$ cat config.mk
export PLATFORM = sky130hd
export DESIGN_NAME = inst_pc_sequencer_flat
export DESIGN_NICKNAME = d
export VERILOG_FILES = /design/src/rtl/inst_pc_sequencer_if.sv /design/src/rtl/inst_pc_sequencer.sv /design/src/flat_wrapper.sv
export SDC_FILE = /design/constraint.sdc
export NUM_CORES = 1
export LEC_CHECK = 0
export CAP_MARGIN = 20
export CORE_ASPECT_RATIO = 1.4
export CORE_MARGIN = 3
export CORE_UTILIZATION = 35
export DETAILED_ROUTE_END_ITERATION = 10
export PLACE_DENSITY = 0.68
export SETUP_SLACK_MARGIN = 0.4
export SLEW_MARGIN = 20
export SYNTH_ARGS = -nofsm -noshare
export SYNTH_HDL_FRONTEND = slang
export SYNTH_SLANG_ARGS = --single-unit
$ cat constraint.sdc
create_clock -name clk_i -period 3 [get_ports clk_i]
set_input_delay 0.6 -clock clk_i [delete_from_list [all_inputs] [get_ports clk_i]]
set_output_delay 0.6 -clock clk_i [all_outputs]
set_load 0.01 [all_outputs]
$ cat src/rtl/inst_pc_sequencer_if.sv
// Bus between the PC sequencer and its environment: start/stop control,
// loop-controller decisions, and the PC / status outputs.
interface inst_pc_sequencer_if #(
  parameter int unsigned InstMemAddrWidth = 32,
  parameter int unsigned InstCountWidth   = 32
);
  logic                        clr_i;
  logic                        start_i;
  logic                        stall_i;
  logic                        dbg_en_i;
  logic                        dbg_step_i;
  logic                        inst_loop_en_i;
  logic [InstMemAddrWidth-1:0] inst_end_addr_i;
  logic                        inst_jump_i;
  logic [InstMemAddrWidth-1:0] inst_jump_addr_i;
  logic                        inst_loop_done_i;
  logic [InstMemAddrWidth-1:0] inst_pc_o;
  logic                        inst_valid_o;
  logic                        inst_advance_o;
  logic [InstCountWidth-1:0]   inst_count_o;
  logic                        busy_o;
  logic                        done_o;
  logic                        err_o;

  modport slave (
    input  clr_i, start_i, stall_i, dbg_en_i, dbg_step_i, inst_loop_en_i,
           inst_end_addr_i, inst_jump_i, inst_jump_addr_i, inst_loop_done_i,
    output inst_pc_o, inst_valid_o, inst_advance_o, inst_count_o,
           busy_o, done_o, err_o
  );

  modport master (
    output clr_i, start_i, stall_i, dbg_en_i, dbg_step_i, inst_loop_en_i,
           inst_end_addr_i, inst_jump_i, inst_jump_addr_i, inst_loop_done_i,
    input  inst_pc_o, inst_valid_o, inst_advance_o, inst_count_o,
           busy_o, done_o, err_o
  );
endinterface

$ cat src/rtl/inst_pc_sequencer.sv
// Instruction PC sequencer: owns the PC and IDLE/RUN/DONE state, retires one
// instruction per advance and traps out-of-range next PCs.
module inst_pc_sequencer #(
  parameter int unsigned InstMemAddrWidth = 32,
  parameter int unsigned InstMemDepth     = 256,
  parameter int unsigned InstCountWidth   = 32
) (
  input  logic                  clk_i,
  input  logic                  rst_ni,
  inst_pc_sequencer_if.slave    bus
);
  localparam int unsigned AW = InstMemAddrWidth;
  localparam int unsigned CW = InstCountWidth;
  // One extra bit so pc+1 at the top of the address space is not lost.
  localparam logic [AW:0] Depth = (AW+1)'(InstMemDepth);

  typedef enum logic [1:0] {StIdle, StRun, StDone} state_e;

  state_e        state_q;
  logic [AW-1:0] pc_q;
  logic [CW-1:0] cnt_q;
  logic          err_q;

  logic          advance;
  logic          stop;
  logic [AW:0]   next_pc;
  logic          oor;

  always_comb begin
    advance = (state_q == StRun) && !bus.stall_i && (!bus.dbg_en_i || bus.dbg_step_i);
    stop    = bus.inst_loop_en_i ? bus.inst_loop_done_i
                                 : (pc_q == bus.inst_end_addr_i);
    next_pc = (bus.inst_loop_en_i && bus.inst_jump_i) ? {1'b0, bus.inst_jump_addr_i}
                                                      : {1'b0, pc_q} + (AW+1)'(1);
    oor     = next_pc >= Depth;
  end

  always_ff @(posedge clk_i or negedge rst_ni) begin
    if (!rst_ni) begin
      state_q <= StIdle;
      pc_q    <= '0;
      cnt_q   <= '0;
      err_q   <= 1'b0;
    end else if (bus.clr_i) begin
      state_q <= StIdle;
      pc_q    <= '0;
      cnt_q   <= '0;
      err_q   <= 1'b0;
    end else begin
      case (state_q)
        StIdle: if (bus.start_i) begin
          state_q <= StRun;
          pc_q    <= '0;
          cnt_q   <= '0;
          err_q   <= 1'b0;
        end
        StRun: if (advance) begin
          cnt_q <= cnt_q + CW'(1);
          if (stop) begin
            state_q <= StDone;
          end else if (oor) begin
            // Trap: keep the offending instruction's PC for debug.
            err_q   <= 1'b1;
            state_q <= StDone;
          end else begin
            pc_q <= next_pc[AW-1:0];
          end
        end
        StDone:  state_q <= StIdle;
        default: state_q <= StIdle;
      endcase
    end
  end

  assign bus.inst_pc_o      = pc_q;
  assign bus.inst_count_o   = cnt_q;
  assign bus.inst_valid_o   = (state_q == StRun);
  assign bus.busy_o         = (state_q == StRun);
  assign bus.done_o         = (state_q == StDone);
  assign bus.err_o          = err_q;
  assign bus.inst_advance_o = advance;
endmodule

$ cat src/flat_wrapper.sv
// flat-port wrapper written by rule: the top's interface ports become plain ports
module inst_pc_sequencer_flat 
#(
  parameter int unsigned InstMemAddrWidth = 32,
  parameter int unsigned InstMemDepth     = 256,
  parameter int unsigned InstCountWidth   = 32
)
  (clk_i, rst_ni, bus_clr_i, bus_start_i, bus_stall_i, bus_dbg_en_i, bus_dbg_step_i, bus_inst_loop_en_i, bus_inst_end_addr_i, bus_inst_jump_i, bus_inst_jump_addr_i, bus_inst_loop_done_i, bus_inst_pc_o, bus_inst_valid_o, bus_inst_advance_o, bus_inst_count_o, bus_busy_o, bus_done_o, bus_err_o);
  inst_pc_sequencer_if #(.InstMemAddrWidth(InstMemAddrWidth), .InstCountWidth(InstCountWidth)) bus_i ();
  input  logic clk_i;
  input  logic rst_ni;
  input wire logic [$bits(bus_i.clr_i)-1:0] bus_clr_i;
  input wire logic [$bits(bus_i.start_i)-1:0] bus_start_i;
  input wire logic [$bits(bus_i.stall_i)-1:0] bus_stall_i;
  input wire logic [$bits(bus_i.dbg_en_i)-1:0] bus_dbg_en_i;
  input wire logic [$bits(bus_i.dbg_step_i)-1:0] bus_dbg_step_i;
  input wire logic [$bits(bus_i.inst_loop_en_i)-1:0] bus_inst_loop_en_i;
  input wire logic [$bits(bus_i.inst_end_addr_i)-1:0] bus_inst_end_addr_i;
  input wire logic [$bits(bus_i.inst_jump_i)-1:0] bus_inst_jump_i;
  input wire logic [$bits(bus_i.inst_jump_addr_i)-1:0] bus_inst_jump_addr_i;
  input wire logic [$bits(bus_i.inst_loop_done_i)-1:0] bus_inst_loop_done_i;
  output wire logic [$bits(bus_i.inst_pc_o)-1:0] bus_inst_pc_o;
  output wire logic [$bits(bus_i.inst_valid_o)-1:0] bus_inst_valid_o;
  output wire logic [$bits(bus_i.inst_advance_o)-1:0] bus_inst_advance_o;
  output wire logic [$bits(bus_i.inst_count_o)-1:0] bus_inst_count_o;
  output wire logic [$bits(bus_i.busy_o)-1:0] bus_busy_o;
  output wire logic [$bits(bus_i.done_o)-1:0] bus_done_o;
  output wire logic [$bits(bus_i.err_o)-1:0] bus_err_o;
  assign bus_i.clr_i = bus_clr_i;
  assign bus_i.start_i = bus_start_i;
  assign bus_i.stall_i = bus_stall_i;
  assign bus_i.dbg_en_i = bus_dbg_en_i;
  assign bus_i.dbg_step_i = bus_dbg_step_i;
  assign bus_i.inst_loop_en_i = bus_inst_loop_en_i;
  assign bus_i.inst_end_addr_i = bus_inst_end_addr_i;
  assign bus_i.inst_jump_i = bus_inst_jump_i;
  assign bus_i.inst_jump_addr_i = bus_inst_jump_addr_i;
  assign bus_i.inst_loop_done_i = bus_inst_loop_done_i;
  assign bus_inst_pc_o = bus_i.inst_pc_o;
  assign bus_inst_valid_o = bus_i.inst_valid_o;
  assign bus_inst_advance_o = bus_i.inst_advance_o;
  assign bus_inst_count_o = bus_i.inst_count_o;
  assign bus_busy_o = bus_i.busy_o;
  assign bus_done_o = bus_i.done_o;
  assign bus_err_o = bus_i.err_o;
  inst_pc_sequencer #(.InstMemAddrWidth(InstMemAddrWidth), .InstMemDepth(InstMemDepth), .InstCountWidth(InstCountWidth)) u_core (.clk_i(clk_i), .rst_ni(rst_ni), .bus(bus_i));
endmodule
Yosys cells after proc, flatten, opt, wreduce, memory -nomap -nowiden
Cells that the tools add are included.
{"block": "op_classes", "n_reduce_logical": 12, "add_sub_neg": 2, "magnitude_cmp": 1, "n_eq_ne": 9, "muxes": 23}
{"operator": "2-to-1 mux 32 bit", "count": 7}
{"operator": "case mux 32 bit (2 select lines)", "count": 2}
{"operator": "adder 32 x 1 -> 33 bit, second input constant", "count": 1}
{"operator": "greater-or-equal comparator 33 x 9 -> 1 bit, second input constant", "count": 1}
{"operator": "2-to-1 mux 33 bit", "count": 1}
{"operator": "adder 32 x 1 -> 32 bit, second input constant", "count": 1}
{"operator": "== test 32 bit", "count": 1}
{"operator": "!= test 3 bit, second input constant", "count": 4}
{"operator": "2-to-1 mux 2 bit", "count": 5}
{"operator": "AND reduction 5 bit", "count": 2}
{"operator": "2-to-1 mux 1 bit", "count": 6}
{"operator": "AND reduction 3 bit", "count": 2}
{"operator": "!= test 4 x 2 -> 1 bit, second input constant", "count": 1}
{"operator": "case mux 2 bit (2 select lines)", "count": 1}
{"operator": "logical AND 1 bit", "count": 3}
{"operator": "!= test 3 x 2 -> 1 bit, second input constant", "count": 1}
{"operator": "nonzero test 3 bit", "count": 1}
{"operator": "== test 2 x 1 -> 1 bit, second input constant", "count": 1}
{"operator": "== test 2 bit, second input constant", "count": 1}
{"operator": "logical NOT 1 bit", "count": 2}
{"operator": "logical NOT 2 bit", "count": 1}
{"operator": "case mux 1 bit (2 select lines)", "count": 1}
{"operator": "logical OR 1 bit", "count": 1}
{"block": "totals", "wordCells": 51, "register_bits": 67}

Logic depth before layout (Yosys ltp)
{"block": "logic_depth", "word_depth": 8, "depth_mapped": 11}

Worst setup path after synthesis
No wires, ideal clock.
{"block": "synth_timing", "path_kind": "flip-flop to flip-flop", "from": "register u_core.pc_q[4] (netlist: u_core.bus.inst_pc_o[4])", "to": "register u_core.pc_q[5] (netlist: u_core.bus.inst_pc_o[5])", "period_less_slack_ns": 2.864, "slack_ns": 0.136, "n_path_buf": 2, "stages_incl_launch_ff": 11, "t_required_ns": 2.921, "t_arrival_ns": 2.784, "setup_ns": 0.079, "path_cell_list": "dfrtp_1 > buf_2 > nand4_2 > nor3_2 > nand2_1 > xnor2_1 > a2111o_1 > or4_4 > nor3_4 > buf_6 > mux2i_1"}
{"block": "synth_between", "elab_chain_len": 7, "elab_cells_between_ends": 13, "classes_between": "add/sub: 1; order compare: 1; eq/ne: 3; mux: 7; reduce/logical: 1"}
{"item": "start, declared", "line": "inst_pc_sequencer.sv:20", "text": "logic [AW-1:0] pc_q;"}
{"item": "start signal, assigned", "line": "inst_pc_sequencer.sv:66", "text": "pc_q <= next_pc[AW-1:0];"}
{"item": "branches (longest 7 deep; another with adder 32 x 1 -> 33 bit)"}
Parallel ways; which one is timed is not known. The select of a mux whose other input is x is not followed.
A chain may end at the register's enable or synchronous reset.

Worst setup path after layout
{"block": "layout_timing", "from": "register u_core.pc_q[19] (netlist: u_core.bus.inst_pc_o[19])", "to": "register u_core.pc_q[26] (netlist: u_core.bus.inst_pc_o[26])"}
Same word-level chain as after synthesis.

==> flow_summary.ini <==
[final_layout]
layout_commonest_cell = clkdlybuf4s50_1
area_growth_pct = 56.40
fin_util_pct = 56.40
drive_above_1_share_pct = 15.50
diodes = 0
stdcell_area_um2 = 6700
nets = 742
layout_common_cells = clkdlybuf4s50_1, dfrtp_1, nor2_1, buf_4, xnor2_1

[power]
pwr-share-clk_pct = 43.5
pwr-share-comb_pct = 14.4
cell_internal_pwr_w = 0.001640
design_power_total_w = 0.002168
p_leak_nw = 2.653
seqPwrFrac_pct = 42.1
vdd_ir_drop_max_v = 0.0002869
p_sw_w = 0.0005286
pwr_density_cell_nw_per_um2 = 323.6
p_sw_share_pct = 24.38

[yosys]
ys_ff_latch = 67
synth_compound_gate_area_share_pct = 10.60
synth-xor-area-share_pct = 13.49
async_reset_ff_share_pct = 100.0
synth.yosys.seq_area_share_pct = 39.14
synthesis.area_um2 = 4284
synth_cells = 481
synth-edff-count = 0
ys_warn_count = 0
synth_top_family_by_area = simple AND/OR/NAND/NOR gates
synthAdderAreaFrac_pct = 0.5841
syn-num-nets = 557
synth.distinct_cells = 56
syn_area_per_cell_um2 = 8.907
ys.flop_type = dfrtp_1
synth_mux_area_share_pct = 2.629
synthSimpleGateAreaFrac_pct = 29.70

[worst_setup_path]
r2r-end = u_core.bus.inst_pc_o[26]
reg2reg_from = u_core.bus.inst_pc_o[19]
cp_max_fo = 8
end_kind = register
rrSetupSlack_ns = 0.23
cp.arrival_ns = 2.98
r2r_cells = 11
required_ns = 3.21
cp-endpoint = u_core.bus.inst_pc_o[26]
critPathLaunch = u_core.bus.inst_pc_o[19]
path_class = register to register
worstSetupStartpointType = register

[timing]
finalCriticalPeriod_ns = 2.767
fmax_mhz = 361.5
slew_violations = 0
period_share_pct = 92.22
relSlewSlack_pct = 48.28
fin_tns_setup_ns = 0
finClkSkew_ns = 0.004127
rsz0062_at_grt = true
worstMarginPinSlew_ns = 0.7758
final-setup-viol-count = 0
hold_viol_final = 0

[floorplanning]
die_y_um = 136.9
rows = 47
core_area_um2 = 11880
initial_core_util_pct = 36.06
die_w_um = 99.51
dieArea_um2 = 13620
pin_count = 143

[cts]
cts_tree = yes
cts_max_path_buffers = 2
hold_buffers = 0
cts_buffers = 9
htree_num_levels = 3
clock_latency_ns = 0.32
cts-root-buf = clkbuf_16
cts_sinks = 67
clk_transition_reported_paths_ns = 0.06

[global_routing]
grt_use_total_pct = 21.20
grt_pass1_vias = 4435
grt_first_pass_wirelength_um = 22850
grt_max_degree = 61
antenna_found_initial = 0
grt_overflow = 0

[routing]
vias_per_cell = 5.462
finalWirelength_um = 14670
post_drt_wl_per_cell_um = 17.94
num_vias = 4468
drt_iter0_drc = 234
final_antenna_net_count = 0
route.detailed.drc = 0
dr.pass1.iters = 5

[placed_design]
post_dp_cell_area_um2 = 6127
gp_congestion = 0.8933
portBuffers = 142
dp_hpwl_um = 10860

[run]
cap_violations = 0

[run_status]
status = finished, final reports clean

[worst_hold_path]
min_path_type = input port to async pin
## power by group through the flow
stage	Sequential [W]	Combinational (W)	Clock (W)
after floorplan	0.000931	0.000103	0
after global placement	0.000929	0.000279	0
after detailed placement	0.000930	0.000281	0
after CTS	0.000914	0.000309	0.000957
after global routing	0.000914	0.000336	0.00101
final	0.000914	0.000312	0.000942
## state kept, by name, summed over array words and instances (netlist names)
signal / cells
u_core.bus.err_o: 1
u_core.bus.inst_count_o: 32
u_core.bus.inst_pc_o: 32
u_core.state_q: 2
## Yosys cell counts, types with 2 or more instances
cell type	count	area (µm²)
nand2b_1	5	31.28
mux2_2	2	22.52
nand4_1	26	162.7
a31oi_1	3	18.77
o21a_1	2	15.01
clkbuf_1	14	52.55
nand2_1	40	150.1
buf_2	11	55.05
nor3_4	3	48.80
or4_1	4	30.03
nand3_1	20	100.1
o31ai_1	3	22.52
a32o_1	2	20.02
o211ai_1	7	52.55
nor3_1	13	65.06
xnor2_1	48	420.4
nor2_1	53	198.9
or3_1	9	56.30
nor2b_1	3	18.77
a21oi_1	14	70.07
o21ai_0	12	60.06
ha_1	2	25.02
nor4_1	12	75.07
nor3b_1	21	157.7
o41ai_1	3	26.28
a211o_1	2	17.52
dfrtp_1	67	1677
a21o_1	3	22.52
a222oi_1	2	20.02
inv_1	9	33.78
and4_1	6	52.55
mux2i_1	9	90.09
xor2_1	18	157.7
and3_1	11	68.82
## through the flow
stage          std cells  setup slack, ns  hold slack (ns)
3_3_place_gp         784          -0.1579           0.4467
4_1_cts              816           0.2905           0.1014
2_1_floorplan        481           0.4034           0.3044
3_5_place_dp         784          -0.2023           0.4457
5_1_grt              818           0.1435           0.1047
6_report             818           0.2335           0.1047
## layer usage
metal | vias to the layer above | GRT usage, % | share of wire (%)
met4 | 0 | 8.808 | 3.0
met5 | - | 0 | 0
met3 | 32 | 4.182 | 6.7
met1 | 2118 | 24.84 | 39
li1 | 2117 | - | -
met2 | 201 | 37.59 | 51
## worst max-delay path, cell delays in order (launching register included)
cell and delay (ns):
dfrtp_1 0.34, buf_4 0.19, nand4_1 0.12, a222oi_1 0.39, a31oi_1 0.14, a2111o_1 0.40, or4_4 0.45, nor3_4 0.16
buf_4 0.15, buf_6 0.13, buf_16 0.13, nor3b_1 0.05
## cell type report
class	instances	area, µm²
fillers	1065	5179
multi-input cells	377	2566
repair buffers	202	1964
flip-flops and latches	67	1680
clock buffers	10	229.0
well taps	147	183.9
clock inverters	6	42.54
inverters	9	33.78
## what timing repair did
item	in CTS	in global routing
gates cloned	3	0
gates resized for setup	25	9
endpoints found under the setup margin	35	40
setup buffers	13	2
pin swaps	8	5
## worst min-delay path by stage
stage	startpoint	end	cells after the start	slack, ns
after floorplan	rst_ni	u_core.bus.err_o	0	0.30
after global routing	rst_ni	u_core.bus.inst_count_o[28]	1	0.10
after CTS	rst_ni	u_core.bus.inst_count_o[26]	1	0.10
final	rst_ni	u_core.bus.inst_count_o[26]	1	0.10
after detailed placement	rst_ni	u_core.bus.inst_count_o[26]	1	0.45
after global placement	rst_ni	u_core.bus.inst_count_o[23]	1	0.45
## cell families after synthesis
kind of cell	after synthesis
flip-flops	67
multiplexers	11
buffers and inverters	37
AND/OR/NAND/NOR	232
AO/OA/AOI/OAI	66
adder cells (fa/ha/maj)	2
XOR/XNOR	66
Note: power is estimated with default switching activity, not from simulation.
